$ cat config.mk
export PLATFORM = sky130hd
export DESIGN_NAME = sem_peticion
export DESIGN_NICKNAME = d
export VERILOG_FILES = /design/src/rtl/sem_peticion_pkg.sv /design/src/rtl/sem_antirrebote.sv /design/src/rtl/sem_peticion.sv
export SDC_FILE = /design/constraint.sdc
export NUM_CORES = 1
export LEC_CHECK = 0
export BUFFER_PORTS_ARGS = -buffer_cell sky130_fd_sc_hd__buf_2
export CAP_MARGIN = 20
export CORE_MARGIN = 2
export CORE_UTILIZATION = 55
export CTS_BUF_LIST = sky130_fd_sc_hd__clkbuf_4
export CTS_CLUSTER_SIZE = 28
export DETAILED_ROUTE_END_ITERATION = 7
export PLACE_DENSITY_LB_ADDON = 0.12
export SYNTH_ARGS = -nofsm -noshare
export SYNTH_HDL_FRONTEND = slang
export SYNTH_SLANG_ARGS = --single-unit
$ cat constraint.sdc
create_clock -name CLK -period 2.4 [get_ports CLK]
set_input_delay 0.24 -clock CLK [delete_from_list [all_inputs] [get_ports CLK]]
set_output_delay 0.24 -clock CLK [all_outputs]
set_load 0.005 [all_outputs]
$ cat src/rtl/sem_peticion_pkg.sv
// Shared constants and FSM encoding for the pedestrian request stage.
// Latency: n/a (declarations only).
// Backpressure: n/a.
package sem_peticion_pkg;

    localparam int unsigned CUENTA_W       = 6;
    localparam int unsigned TICK_DIV_DEF   = 50_000_000;
    localparam int unsigned DEB_CYCLES_DEF = 1_000_000;
    localparam int unsigned JUMP_TO_DEF    = 25;
    localparam int unsigned AMBER_AT_DEF   = 30;

    typedef enum logic [1:0] {
        ST_IDLE = 2'd0,  // no request outstanding
        ST_PEND = 2'd1,  // request accepted, waiting for the next tick to load
        ST_WAIT = 2'd2   // request served (or green already short), wait for amber
    } sem_state_e;

endpackage

$ cat src/rtl/sem_antirrebote.sv
// Button filter: 2-FF synchronizer, run-length debouncer, falling-edge detector.
// Latency: PRESS pulses 2 + DEB_CYCLES + 1 cycles after a clean press reaches KEYn.
// Backpressure: none; one PRESS per accepted 1->0 transition of the filtered level.
// Ports: CLK/RSTn clock and async active-low reset, KEYn raw button (active low),
//        PRESS one-cycle pulse per debounced press.
module sem_antirrebote
    import sem_peticion_pkg::*;
#(
    parameter int unsigned DEB_CYCLES = DEB_CYCLES_DEF
) (
    input  logic CLK,
    input  logic RSTn,
    input  logic KEYn,
    output logic PRESS
);

    localparam int unsigned   DW       = $clog2(DEB_CYCLES + 1);
    localparam logic [DW-1:0] DEB_LAST = DW'(DEB_CYCLES - 1);

    logic          sync1_q, sync1_d;
    logic          sync2_q, sync2_d;
    logic          filt_q,  filt_d;
    logic [DW-1:0] cnt_q,   cnt_d;
    logic          press_q, press_d;

    // cnt_q holds how many consecutive samples have disagreed with the
    // filtered level; any agreeing sample restarts the run.
    always_comb begin
        sync1_d = KEYn;
        sync2_d = sync1_q;
        filt_d  = filt_q;
        cnt_d   = '0;
        if (sync2_q != filt_q) begin
            if (cnt_q == DEB_LAST) begin
                filt_d = sync2_q;
            end else begin
                cnt_d = cnt_q + DW'(1);
            end
        end
        press_d = filt_q & ~filt_d;
    end

    always_ff @(posedge CLK or negedge RSTn) begin
        if (!RSTn) begin
            sync1_q <= 1'b1;
            sync2_q <= 1'b1;
            filt_q  <= 1'b1;
            cnt_q   <= '0;
            press_q <= 1'b0;
        end else begin
            sync1_q <= sync1_d;
            sync2_q <= sync2_d;
            filt_q  <= filt_d;
            cnt_q   <= cnt_d;
            press_q <= press_d;
        end
    end

    assign PRESS = press_q;

endmodule

$ cat src/rtl/sem_peticion.sv
// Traffic-light upstream control: 1 Hz tick prescaler plus pedestrian request FSM.
// Latency: debounced press to SEM_LOADn low within TICK_DIV+1 cycles; all outputs registered.
// Backpressure: none; presses arriving outside IDLE are dropped.
// Ports: CLK/RSTn clock and async active-low reset, KEYn raw button, CUENTA current
//        second count; CLK_ENA tick, SEM_LOADn/SEM_P counter load, REQ_LED request lamp.
module sem_peticion
    import sem_peticion_pkg::*;
#(
    parameter int unsigned TICK_DIV   = TICK_DIV_DEF,
    parameter int unsigned DEB_CYCLES = DEB_CYCLES_DEF,
    parameter int unsigned JUMP_TO    = JUMP_TO_DEF,
    parameter int unsigned AMBER_AT   = AMBER_AT_DEF
) (
    input  logic                CLK,
    input  logic                RSTn,
    input  logic                KEYn,
    input  logic [CUENTA_W-1:0] CUENTA,
    output logic                CLK_ENA,
    output logic                SEM_LOADn,
    output logic [CUENTA_W-1:0] SEM_P,
    output logic                REQ_LED
);

    localparam int unsigned         PW         = $clog2(TICK_DIV);
    localparam logic [PW-1:0]       PRESC_LAST = PW'(TICK_DIV - 1);
    localparam logic [CUENTA_W-1:0] JUMP_V     = CUENTA_W'(JUMP_TO);
    localparam logic [CUENTA_W-1:0] AMBER_V    = CUENTA_W'(AMBER_AT);

    logic       press;
    logic       wrap;
    logic       before_jump;
    logic       in_amber_or_later;

    logic [PW-1:0] presc_q,     presc_d;
    logic          clk_ena_q,   clk_ena_d;
    logic          sem_loadn_q, sem_loadn_d;
    logic          req_led_q,   req_led_d;
    sem_state_e    state_q,     state_d;

    sem_antirrebote #(
        .DEB_CYCLES (DEB_CYCLES)
    ) u_antirrebote (
        .CLK   (CLK),
        .RSTn  (RSTn),
        .KEYn  (KEYn),
        .PRESS (press)
    );

    assign wrap              = (presc_q == PRESC_LAST);
    assign before_jump       = (CUENTA < JUMP_V);
    assign in_amber_or_later = (CUENTA >= AMBER_V);

    // Prescaler: CLK_ENA is registered off the terminal count, so it rises on
    // the same edge the count returns to zero.
    always_comb begin
        presc_d   = wrap ? '0 : presc_q + PW'(1);
        clk_ena_d = wrap;
    end

    // Next-state logic
    always_comb begin
        state_d = state_q;
        unique case (state_q)
            ST_IDLE: begin
                if (press && !in_amber_or_later) begin
                    state_d = before_jump ? ST_PEND : ST_WAIT;
                end
            end
            ST_PEND: begin
                if (wrap) begin
                    state_d = ST_WAIT;
                end
            end
            ST_WAIT: begin
                if (in_amber_or_later) begin
                    state_d = ST_IDLE;
                end
            end
            default: state_d = ST_IDLE;
        endcase
    end

    // Output logic. The load is only issued on the wrap edge, so the strobe
    // is registered alongside CLK_ENA and can never appear without it. If
    // the count already passed JUMP_TO the green is short enough: no load.
    always_comb begin
        sem_loadn_d = !((state_q == ST_PEND) && wrap && before_jump);
        req_led_d   = (state_d != ST_IDLE);
    end

    always_ff @(posedge CLK or negedge RSTn) begin
        if (!RSTn) begin
            state_q <= ST_IDLE;
        end else begin
            state_q <= state_d;
        end
    end

    always_ff @(posedge CLK or negedge RSTn) begin
        if (!RSTn) begin
            presc_q     <= '0;
            clk_ena_q   <= 1'b0;
            sem_loadn_q <= 1'b1;
            req_led_q   <= 1'b0;
        end else begin
            presc_q     <= presc_d;
            clk_ena_q   <= clk_ena_d;
            sem_loadn_q <= sem_loadn_d;
            req_led_q   <= req_led_d;
        end
    end

    assign CLK_ENA   = clk_ena_q;
    assign SEM_LOADn = sem_loadn_q;
    assign REQ_LED   = req_led_q;
    assign SEM_P     = JUMP_V;

endmodule

==> results of run 1 <==
[per-stage QoR]
stage	hold WS, ps	util	setup slack, ps	cells	power (mW)
floorplan	-55.59	-	611.4	266	0.9785
finish	166.1	0.6138	387.5	349	1.400
CTS	148.5	0.6138	398.8	349	1.418
detailed placement	348.7	0.5974	442.0	339	1.006
global placement	345.4	0.5974	503.5	339	1.006
global route	154.7	0.6138	160.0	349	1.463
[routing by layer]
layer	routed length, um	track usage	vias to the layer above
met3	141	0.04336	5
met2	2352	0.3552	25
met1	2210	0.2387	931
met4	77	0.09697	0
li1	-	-	978
met5	0	0	-
[worst max path at each step]
| stage | cells after the start | startpoint | slack (ps) | to |
|---|---|---|---|---|
| 6_report | 4 | presc_q[5] | 390 | presc_q[25] |
| 5_1_grt | 4 | presc_q[5] | 160 | presc_q[23] |
| 4_1_cts | 4 | presc_q[5] | 400 | presc_q[25] |
| 3_5_place_dp | 4 | presc_q[5] | 440 | presc_q[25] |
| 3_3_place_gp | 4 | presc_q[5] | 500 | presc_q[25] |
| 2_1_floorplan | 6 | presc_q[0] | 610 | presc_q[23] |
[power by group]
group | total [mW] | leakage, nW | switching, mW | internal, mW
Combinational | 0.0491 | 0.437 | 0.0322 | 0.0169
Clock | 0.410 | 0.0317 | 0.285 | 0.125
Sequential | 0.941 | 0.727 | 0.00667 | 0.934
[kinds of logic (layout without fill, tap and decap cells)]
kind of cell             after synthesis  count (layout)
AND/OR/NAND/NOR                      124             124
flip-flops                            55              55
AO/OA/AOI/OAI                         37              37
XOR/XNOR                              28              28
buffers and inverters                 13              29
adder cells (fa/ha/maj)                2               2
other                                  2               6
multiplexers                           1               1
[synth_stat cells, types with 2 or more instances]
library cell / instances / area share
sky130_fd_sc_hd__nand2_1: 17 / 0.024
sky130_fd_sc_hd__a21oi_1: 17 / 0.031
sky130_fd_sc_hd__nand4_1: 13 / 0.030
sky130_fd_sc_hd__and3_1: 5 / 0.012
sky130_fd_sc_hd__or3_1: 6 / 0.014
sky130_fd_sc_hd__nor2b_1: 2 / 0.0046
sky130_fd_sc_hd__conb_1: 2 / 0.0028
sky130_fd_sc_hd__dfrtp_1: 51 / 0.47
sky130_fd_sc_hd__and4_2: 2 / 0.0074
sky130_fd_sc_hd__ha_1: 2 / 0.0092
sky130_fd_sc_hd__xor2_1: 16 / 0.052
sky130_fd_sc_hd__nor3_1: 3 / 0.0055
sky130_fd_sc_hd__nor2_1: 26 / 0.036
sky130_fd_sc_hd__or4_1: 7 / 0.019
sky130_fd_sc_hd__nor4_1: 6 / 0.014
sky130_fd_sc_hd__inv_1: 3 / 0.0042
sky130_fd_sc_hd__dfstp_2: 4 / 0.039
sky130_fd_sc_hd__o41ai_1: 2 / 0.0065
sky130_fd_sc_hd__o31ai_1: 7 / 0.019
sky130_fd_sc_hd__or3_2: 2 / 0.0055
sky130_fd_sc_hd__buf_6: 2 / 0.0083
sky130_fd_sc_hd__nand3_1: 17 / 0.031
sky130_fd_sc_hd__and4_1: 3 / 0.0097
sky130_fd_sc_hd__buf_4: 6 / 0.017
sky130_fd_sc_hd__o21ai_0: 7 / 0.013
sky130_fd_sc_hd__xnor2_1: 12 / 0.039
[state kept, by name (all words and copies together), names as in the netlist]
name and flops:
u_antirrebote.PRESS 1, REQ_LED 1, u_antirrebote.sync1_q 1, CLK_ENA 1
u_antirrebote.cnt_q 20, state_q 2, u_antirrebote.filt_q 1, presc_q 26
u_antirrebote.sync2_q 1, SEM_LOADn 1
[cell type report]
class / count / area, sq um / area share
sequential: 55 / 1381 / 0.4765
clock buffer: 6 / 45.04 / 0.01554
clock inverter: 2 / 12.51 / 0.004316
inverter: 3 / 11.26 / 0.003884
timing repair buffer: 18 / 112.6 / 0.03884
tap: 67 / 83.83 / 0.02892
multi-input combinational: 198 / 1252 / 0.4320
[critical path: stages (launching register included)]
cell and delay (ps):
sky130_fd_sc_hd__dfrtp_1 480, sky130_fd_sc_hd__and4_1 300, sky130_fd_sc_hd__nand4_1 400, sky130_fd_sc_hd__or4b_1 620, sky130_fd_sc_hd__a21oi_1 150
[timing repair]
action,in CTS,in global routing
endpoints found under the hold margin,34,0
setup endpoints to repair,0,0
hold buffers,2,0
buffers inserted,0,0
==> impl_metrics.yaml, run 1 <==
yosys:
  yosysWarnings: 0
  async_set_reset_flop_share_out_of_synthesis: 1.000
  synth-seq-area-share: 0.5104
  synth_edf_count: 0
  synth_compound_area_frac: 0.08276
  muxShareOfSynthArea: 0.004161
  synth_adder_area_share: 0.009246
  postSynthCellCount: 262
  synthesis.area_per_instance_sq_um: 10.33
  synth_top_family_by_area: "simple AND/OR/NAND/NOR gates"
  synth-simple-area-share: 0.2677
  postSynthRegisterBits: 55
  synth.cell_area_sq_um: 2706
  synth_xor_xnor_area_share: 0.09061
  postSynth.topFlopCell: "sky130_fd_sc_hd__dfrtp_1"
  synth.lib_cells_used.distinct: 48
grt:
  grt_max_degree: 40
  grt_pass1_wl_um: 8569
  gr-total-overflow: 0
  via_count_of_the_first_global_routing_pass: 1998
  number_of_antenna_violations_at_the_first_check_in_global_routing: 0
  grt_resource_usage_total: 0.2034
worst_setup_path:
  timing.reg2reg.worst_path_depth: 4
  critical_path.reg2reg.endpoint: "presc_q[25]"
  critical_path_arrival_ps: 2330
  timing.critical_path.from_type: "flop"
  timing.critical_path.to_type: "flop"
  setup.worst_path.class: "reg2reg"
  worst-endpoint-required_ps: 2720
  critical_path_peak_fanout: 14
  r2r_setup_slack_ps: 390
  regToRegStartpoint: "presc_q[5]"
floorplanning:
  coreArea_sq_um: 4723
  die_width_um: 74.15
  initial_utilization: 0.5730
  rows: 25
  chipHeight_um: 74.15
  pin_count: 18
  total_die_area_sq_um: 5497
clocking:
  htree_num_levels: 2
  cts_tree: "yes"
  clk_transition_reported_paths_ps: 140
  clk_latency_ps: 390
  cts-resized-gates: 0
  ctsRootBufferMaster: "sky130_fd_sc_hd__clkbuf_4"
  cts_made_buffers: 5
  cts_buffer_depth: 2
  cts_num_sinks: 55
placed_design:
  place.port_buffers: 11
  place_congestion: 0.8313
  placedInstanceArea_sq_um: 2821
  post_dp_hpwl_um: 3379
hold_path:
  hold_path_depth: 4
  hold_class: "in2reg"
  timing.hold.worst.start: "CUENTA[5]"
  whs_endpoint: "REQ_LED"
layout:
  layout_commonest_cell: "sky130_fd_sc_hd__dfrtp_1"
  insertedDiodeCount: 0
  fillers: 397
  nNetsFinal: 292
  layout-drive-gt1-share: 0.1418
  syn_to_final_growth_pct: 7.120
  final_design_area_no_fill_sq_um: 2899
  most-common-layout-cells: "sky130_fd_sc_hd__dfrtp_1, sky130_fd_sc_hd__nor2_1, sky130_fd_sc_hd__nand2_1, sky130_fd_sc_hd__a21oi_1, sky130_fd_sc_hd__nand3_1"
sta:
  fin_setup_tns_ps: 0
  clock-skew-final_ps: 18.84
  fin_crit_sh: 0.8385
  layout_min_cycle_time_ps: 2012
  max_slew_violation_count: 0
  rsz0062_at_grt: "false"
  tightest_slew_ps: 847.9
  clock.fmax_mhz: 496.9
  max-slew-margin-rel: 0.4348
  setup-violations-final: 0
  finalHoldViolCount: 0
detailed_routing:
  dr.pass1.iters: 4
  wire_per_inst_um: 13.70
  drc: 0
  route.detailed.vias_per_inst: 5.556
  wl_um: 4782
  routed-via-count: 1939
  antenna_violating_nets_post_route: 0
  detail_route.iter0.violations: 123
power_and_ir_drop:
  worst_vdd_ir_mv: 0.4005
  p_leak_nw: 1.196
  pwr_density_cell_nw_per_um2: 483.1
flow_run:
  max_cap_viol_count: 0
outcome:
  run_status: "finished clean"
No activity file was read; power rests on OpenSTA's default activity.
==> inputs of run 2 (changes only) <==
clock period = 2.1 ns   (was 2.4 ns; I/O delays follow)
==> impl_metrics.yaml, run 2 (synthesized netlist as in run 1, its figures left out) <==
outcome:
  run_status: "finished clean"
layout:
  syn_to_final_growth_pct: 8.599
  layout_commonest_cell: "sky130_fd_sc_hd__dfrtp_1"
  final_design_area_no_fill_sq_um: 2939
  insertedDiodeCount: 0
  most-common-layout-cells: "sky130_fd_sc_hd__dfrtp_1, sky130_fd_sc_hd__nor2_1, sky130_fd_sc_hd__nand2_1, sky130_fd_sc_hd__a21oi_1, sky130_fd_sc_hd__nand3_1"
  layout_top_registers: "presc_q: 26 flops, u_antirrebote.cnt_q: 20 flops, state_q: 2 flops"
  nNetsFinal: 294
  fillers: 389
  largest_register_ff_count: 26
  top_register: "presc_q"
  layout-drive-gt1-share: 0.1479
sta:
  rsz0062_at_grt: "false"
  setup-violations-final: 0
  max_slew_violation_count: 0
  max-slew-margin-rel: 0.6339
  clock-skew-final_ps: 8.094
  layout_min_cycle_time_ps: 1857
  fin_crit_sh: 0.8845
  fin_setup_tns_ps: 0
  finalHoldViolCount: 0
  tightest_slew_ps: 549.1
  whs_ps: 137.9
  clock.fmax_mhz: 538.4
clocking:
  cts_buffer_depth: 2
  clk_transition_reported_paths_ps: 150
  cts_made_buffers: 5
  cts_num_sinks: 55
  cts-resized-gates: 0
  clk_latency_ps: 380
  cts_tree: "yes"
  htree_num_levels: 2
  ctsRootBufferMaster: "sky130_fd_sc_hd__clkbuf_4"
floorplanning:
  total_die_area_sq_um: 5497
  rows: 25
  die_width_um: 74.15
  chipHeight_um: 74.15
  coreArea_sq_um: 4723
  initial_utilization: 0.5730
  pin_count: 18
placed_design:
  placedInstanceArea_sq_um: 2836
  place_congestion: 0.8951
  place.port_buffers: 11
  post_dp_hpwl_um: 3570
power_and_ir_drop:
  power_frac_clock: 0.343
  total_switching_power_uw: 371.3
  p_leak_nw: 1.217
  p_seq_frac: 0.625
  totalPowerFinal_mw: 1.723
  pwr_density_cell_nw_per_um2: 586.1
  internal-power_mw: 1.351
  worst_vdd_ir_mv: 0.4454
  switching_share_of_power: 0.2156
  power.combinational.fraction: 0.032
worst_setup_path:
  critical_path_arrival_ps: 2170
  critical_path_peak_fanout: 8
  timing.critical_path.from_type: "flop"
  r2r_setup_slack_ps: 240
  critical_path.cell_chain: "and4_1, nand4_1, buf_4, or3_1, a21oi_1"
  worst-endpoint-required_ps: 2410
  setup.worst_path.class: "reg2reg"
  crit_path_max_incr_delay_ps: 480
  slowest_stage: "sky130_fd_sc_hd__dfrtp_1"
  timing.critical_path.to_type: "flop"
detailed_routing:
  antenna_violating_nets_post_route: 0
  wl_um: 4980
  route.detailed.vias_per_inst: 5.752
  wire_per_inst_um: 14.19
  dr.pass1.iters: 4
  drc: 0
  detail_route.iter0.violations: 69
  routed-via-count: 2019
grt:
  grt_pass1_wl_um: 8887
  via_count_of_the_first_global_routing_pass: 1981
  grt_max_degree: 27
  grt_resource_usage_total: 0.2113
  number_of_antenna_violations_at_the_first_check_in_global_routing: 0
  gr-total-overflow: 0
hold_path:
  hold_class: "in2reg"
flow_run:
  max_cap_viol_count: 0
## run 2: per-layer routing
layer | wire [um] | GRT usage
met1 | 2257 | 0.2608
met2 | 2531 | 0.3621
met3 | 126 | 0.04336
met4 | 64 | 0.08687
met5 | 0 | 0
## run 2: layout make-up
cell class,instances,area (sq um),area share
Sequential cell,55,1381,0.4700
Timing Repair Buffer,20,127.6,0.04342
Inverter,3,11.26,0.003831
Tap cell,67,83.83,0.02852
Clock buffer,6,45.04,0.01533
Multi-Input combinational cell,198,1252,0.4261
Clock inverter,2,37.54,0.01277
## run 2: power by group through the flow
stage,clock (mW),sequential [mW],combinational (mW)
6_report,0.591,1.08,0.0555
4_1_cts,0.612,1.08,0.0576
3_5_place_dp,0,1.10,0.0550
3_3_place_gp,0,1.09,0.0539
5_1_grt,0.660,1.08,0.0656
2_1_floorplan,0,1.09,0.0251
## run 2: critical path: cells and delay by family, from the launching register on
kind / cells / cell delay (ps)
and+or+nand+nor: 3 / 910
DFF: 1 / 480
buffers and inverters: 1 / 260
AOI/OAI and AO/OA: 1 / 140
## run 2: per-stage QoR
| stage | util | cells | setup slack, ps |
|---|---|---|---|
| finish | 0.6223 | 351 | 242.5 |
| global route | 0.6223 | 351 | 108.0 |
| CTS | 0.6223 | 351 | 244.2 |
| detailed placement | 0.6005 | 341 | 289.5 |
| global placement | 0.6005 | 341 | 318.1 |
| floorplan | - | 266 | 311.4 |
## run 2: path summary, 6_finish.rpt
path	depth (start not counted)	endpoint	from
hold reg to reg	0	u_antirrebote.sync2_q	u_antirrebote.sync1_q
setup reg to reg	5	presc_q[17]	presc_q[5]
min in group asynchronous	2	presc_q[22]	RSTn
hold / removal	4	REQ_LED	CUENTA[5]
setup / recovery	5	presc_q[17]	presc_q[5]
max in group asynchronous	3	u_antirrebote.sync2_q	RSTn
## run 2: what timing repair did
action / in CTS / in global routing
hold buffers: 2 / 0
endpoints found under the setup margin: 0 / 0
endpoints found under the hold margin: 24 / 0
buffers inserted: 0 / 0
==> inputs of run 3 (changes only) <==
CORE_UTILIZATION = 45   (was 55)
==> impl_metrics.yaml, run 3 (synthesized netlist as in run 1, its figures left out) <==
outcome:
  run_status: "finished clean"
sta:
  finalHoldViolCount: 0
  max_slew_violation_count: 0
  rsz0062_at_grt: "false"
  fin_setup_tns_ps: 0
  tightest_slew_ps: 609.0
  setup-violations-final: 0
  max-slew-margin-rel: 0.5940
  clock.fmax_mhz: 540.4
  clock-skew-final_ps: 6.358
  fin_crit_sh: 0.8812
  layout_min_cycle_time_ps: 1851
layout:
  nNetsFinal: 298
  insertedDiodeCount: 0
  syn_to_final_growth_pct: 10.31
  largest_register_ff_count: 26
  top_register: "presc_q"
  most-common-layout-cells: "sky130_fd_sc_hd__dfrtp_1, sky130_fd_sc_hd__nor2_1, sky130_fd_sc_hd__nand2_1, sky130_fd_sc_hd__a21oi_1, sky130_fd_sc_hd__nand3_1"
  layout_commonest_cell: "sky130_fd_sc_hd__dfrtp_1"
  layout_top_registers: "presc_q: 26 flops, u_antirrebote.cnt_q: 20 flops, state_q: 2 flops"
  final_design_area_no_fill_sq_um: 2985
  layout-drive-gt1-share: 0.1563
grt:
  gr-total-overflow: 0
  grt_resource_usage_total: 0.1784
  via_count_of_the_first_global_routing_pass: 1962
  number_of_antenna_violations_at_the_first_check_in_global_routing: 0
  grt_max_degree: 26
  grt_pass1_wl_um: 9121
placed_design:
  placedInstanceArea_sq_um: 2874
  place_congestion: 0.8021
  place.port_buffers: 11
  post_dp_hpwl_um: 3703
worst_setup_path:
  timing.critical_path.from_type: "flop"
  critical_path_peak_fanout: 5
  worst-endpoint-required_ps: 2410
  setup.worst_path.start: "u_antirrebote.cnt_q[1]"
  critical_path_arrival_ps: 2160
  critical_path.cell_chain: "ha_1, and2_1, nand4_1, or4_1, a21oi_1"
  regToRegStartpoint: "u_antirrebote.cnt_q[1]"
  slowest_stage: "sky130_fd_sc_hd__or4_1"
  timing.critical_path.to_type: "flop"
  setup.worst_path.class: "reg2reg"
  crit_path_max_incr_delay_ps: 530
floorplanning:
  pin_count: 18
  initial_utilization: 0.4626
  die_width_um: 81.55
  coreArea_sq_um: 5851
  total_die_area_sq_um: 6650
  rows: 28
  chipHeight_um: 81.55
detailed_routing:
  route.detailed.vias_per_inst: 5.551
  detail_route.iter0.violations: 72
  route.top_layer_used: "met4"
  routed-wl-met3_um: 108
  antenna_violating_nets_post_route: 0
  wl_um: 5276
  dr_wl_met2_um: 2598
  routed-via-count: 2015
  wire_per_inst_um: 14.53
  drc: 0
  dr.pass1.iters: 4
  met1_length_um: 2504
power_and_ir_drop:
  pwr_density_cell_nw_per_um2: 572.8
  total_switching_power_uw: 375.1
  totalPowerFinal_mw: 1.710
  worst_vdd_ir_mv: 0.2986
  internal-power_mw: 1.335
  power_frac_clock: 0.336
  power.combinational.fraction: 0.035
  p_leak_nw: 1.239
  switching_share_of_power: 0.2194
  p_seq_frac: 0.629
clocking:
  cts_num_sinks: 55
  cts_buffer_depth: 2
  cts_made_buffers: 5
  cts_tree: "yes"
  clk_latency_ps: 370
  clk_transition_reported_paths_ps: 150
  htree_num_levels: 2
  ctsRootBufferMaster: "sky130_fd_sc_hd__clkbuf_4"
hold_path:
  timing.hold.worst.start: "CUENTA[5]"
  hold_class: "in2reg"
flow_run:
  max_cap_viol_count: 0
## run 3: what timing repair did
item | 4_1_cts | 5_1_grt
hold buffers | 2 | 0
endpoints found under the setup margin | 0 | 1
setup buffers | 0 | 2
endpoints found under the hold margin | 23 | 0
gates resized for setup | 0 | 0
## run 3: final cells by class
class                      instances  area, sq um
multi-input combinational        198         1252
fill                             536         2865
clock inverter                     3        38.79
timing repair buffer              24        170.2
tap                               75        93.84
inverter                           3        11.26
sequential                        55         1381
clock buffer                       5        37.54
## run 3: power groups by stage
stage,logic (mW),registers [mW],clock network [mW]
final,0.0596,1.08,0.575
after global routing,0.0707,1.08,0.648
after CTS,0.0619,1.08,0.608
after detailed placement,0.0594,1.09,0
after global placement,0.0583,1.09,0
after floorplan,0.0251,1.09,0
## run 3: path summary, 6_finish.rpt
kind                       slack (ps)                      end  depth (start not counted)
min                               140                  REQ_LED                          4
min in group asynchronous         370              presc_q[19]                          2
max in group asynchronous        1050     u_antirrebote.filt_q                          3
max                               250  u_antirrebote.cnt_q[18]                          5
max reg2reg                       250  u_antirrebote.cnt_q[18]                          5
min reg2reg                       370    u_antirrebote.sync2_q                          0
## run 3: metal layers
layer / vias up / global-route usage
met1: 999 / 0.2248
met4: 0 / 0.05085
met2: 16 / 0.3074
met3: 6 / 0.03956
met5: - / 0
li1: 994 / -
## run 3: metrics by stage
step | setup WS, ps | utilization | hold WS (ps) | cells
floorplan | 311.4 | - | -85.59 | 266
detailed placement | 205.4 | 0.4912 | 253.8 | 351
CTS | 167.9 | 0.5077 | 105.5 | 361
global placement | 272.8 | 0.4912 | 248.2 | 351
finish | 249.4 | 0.5103 | 137.3 | 363
global route | 123.7 | 0.5103 | 136.0 | 363
## run 3: critical path, delay by kind of cell (launching register included)
kind	cells	cell delay (ps)
flops	1	450
simple gates	3	920
compound gates	1	150
fa+ha+maj	1	280
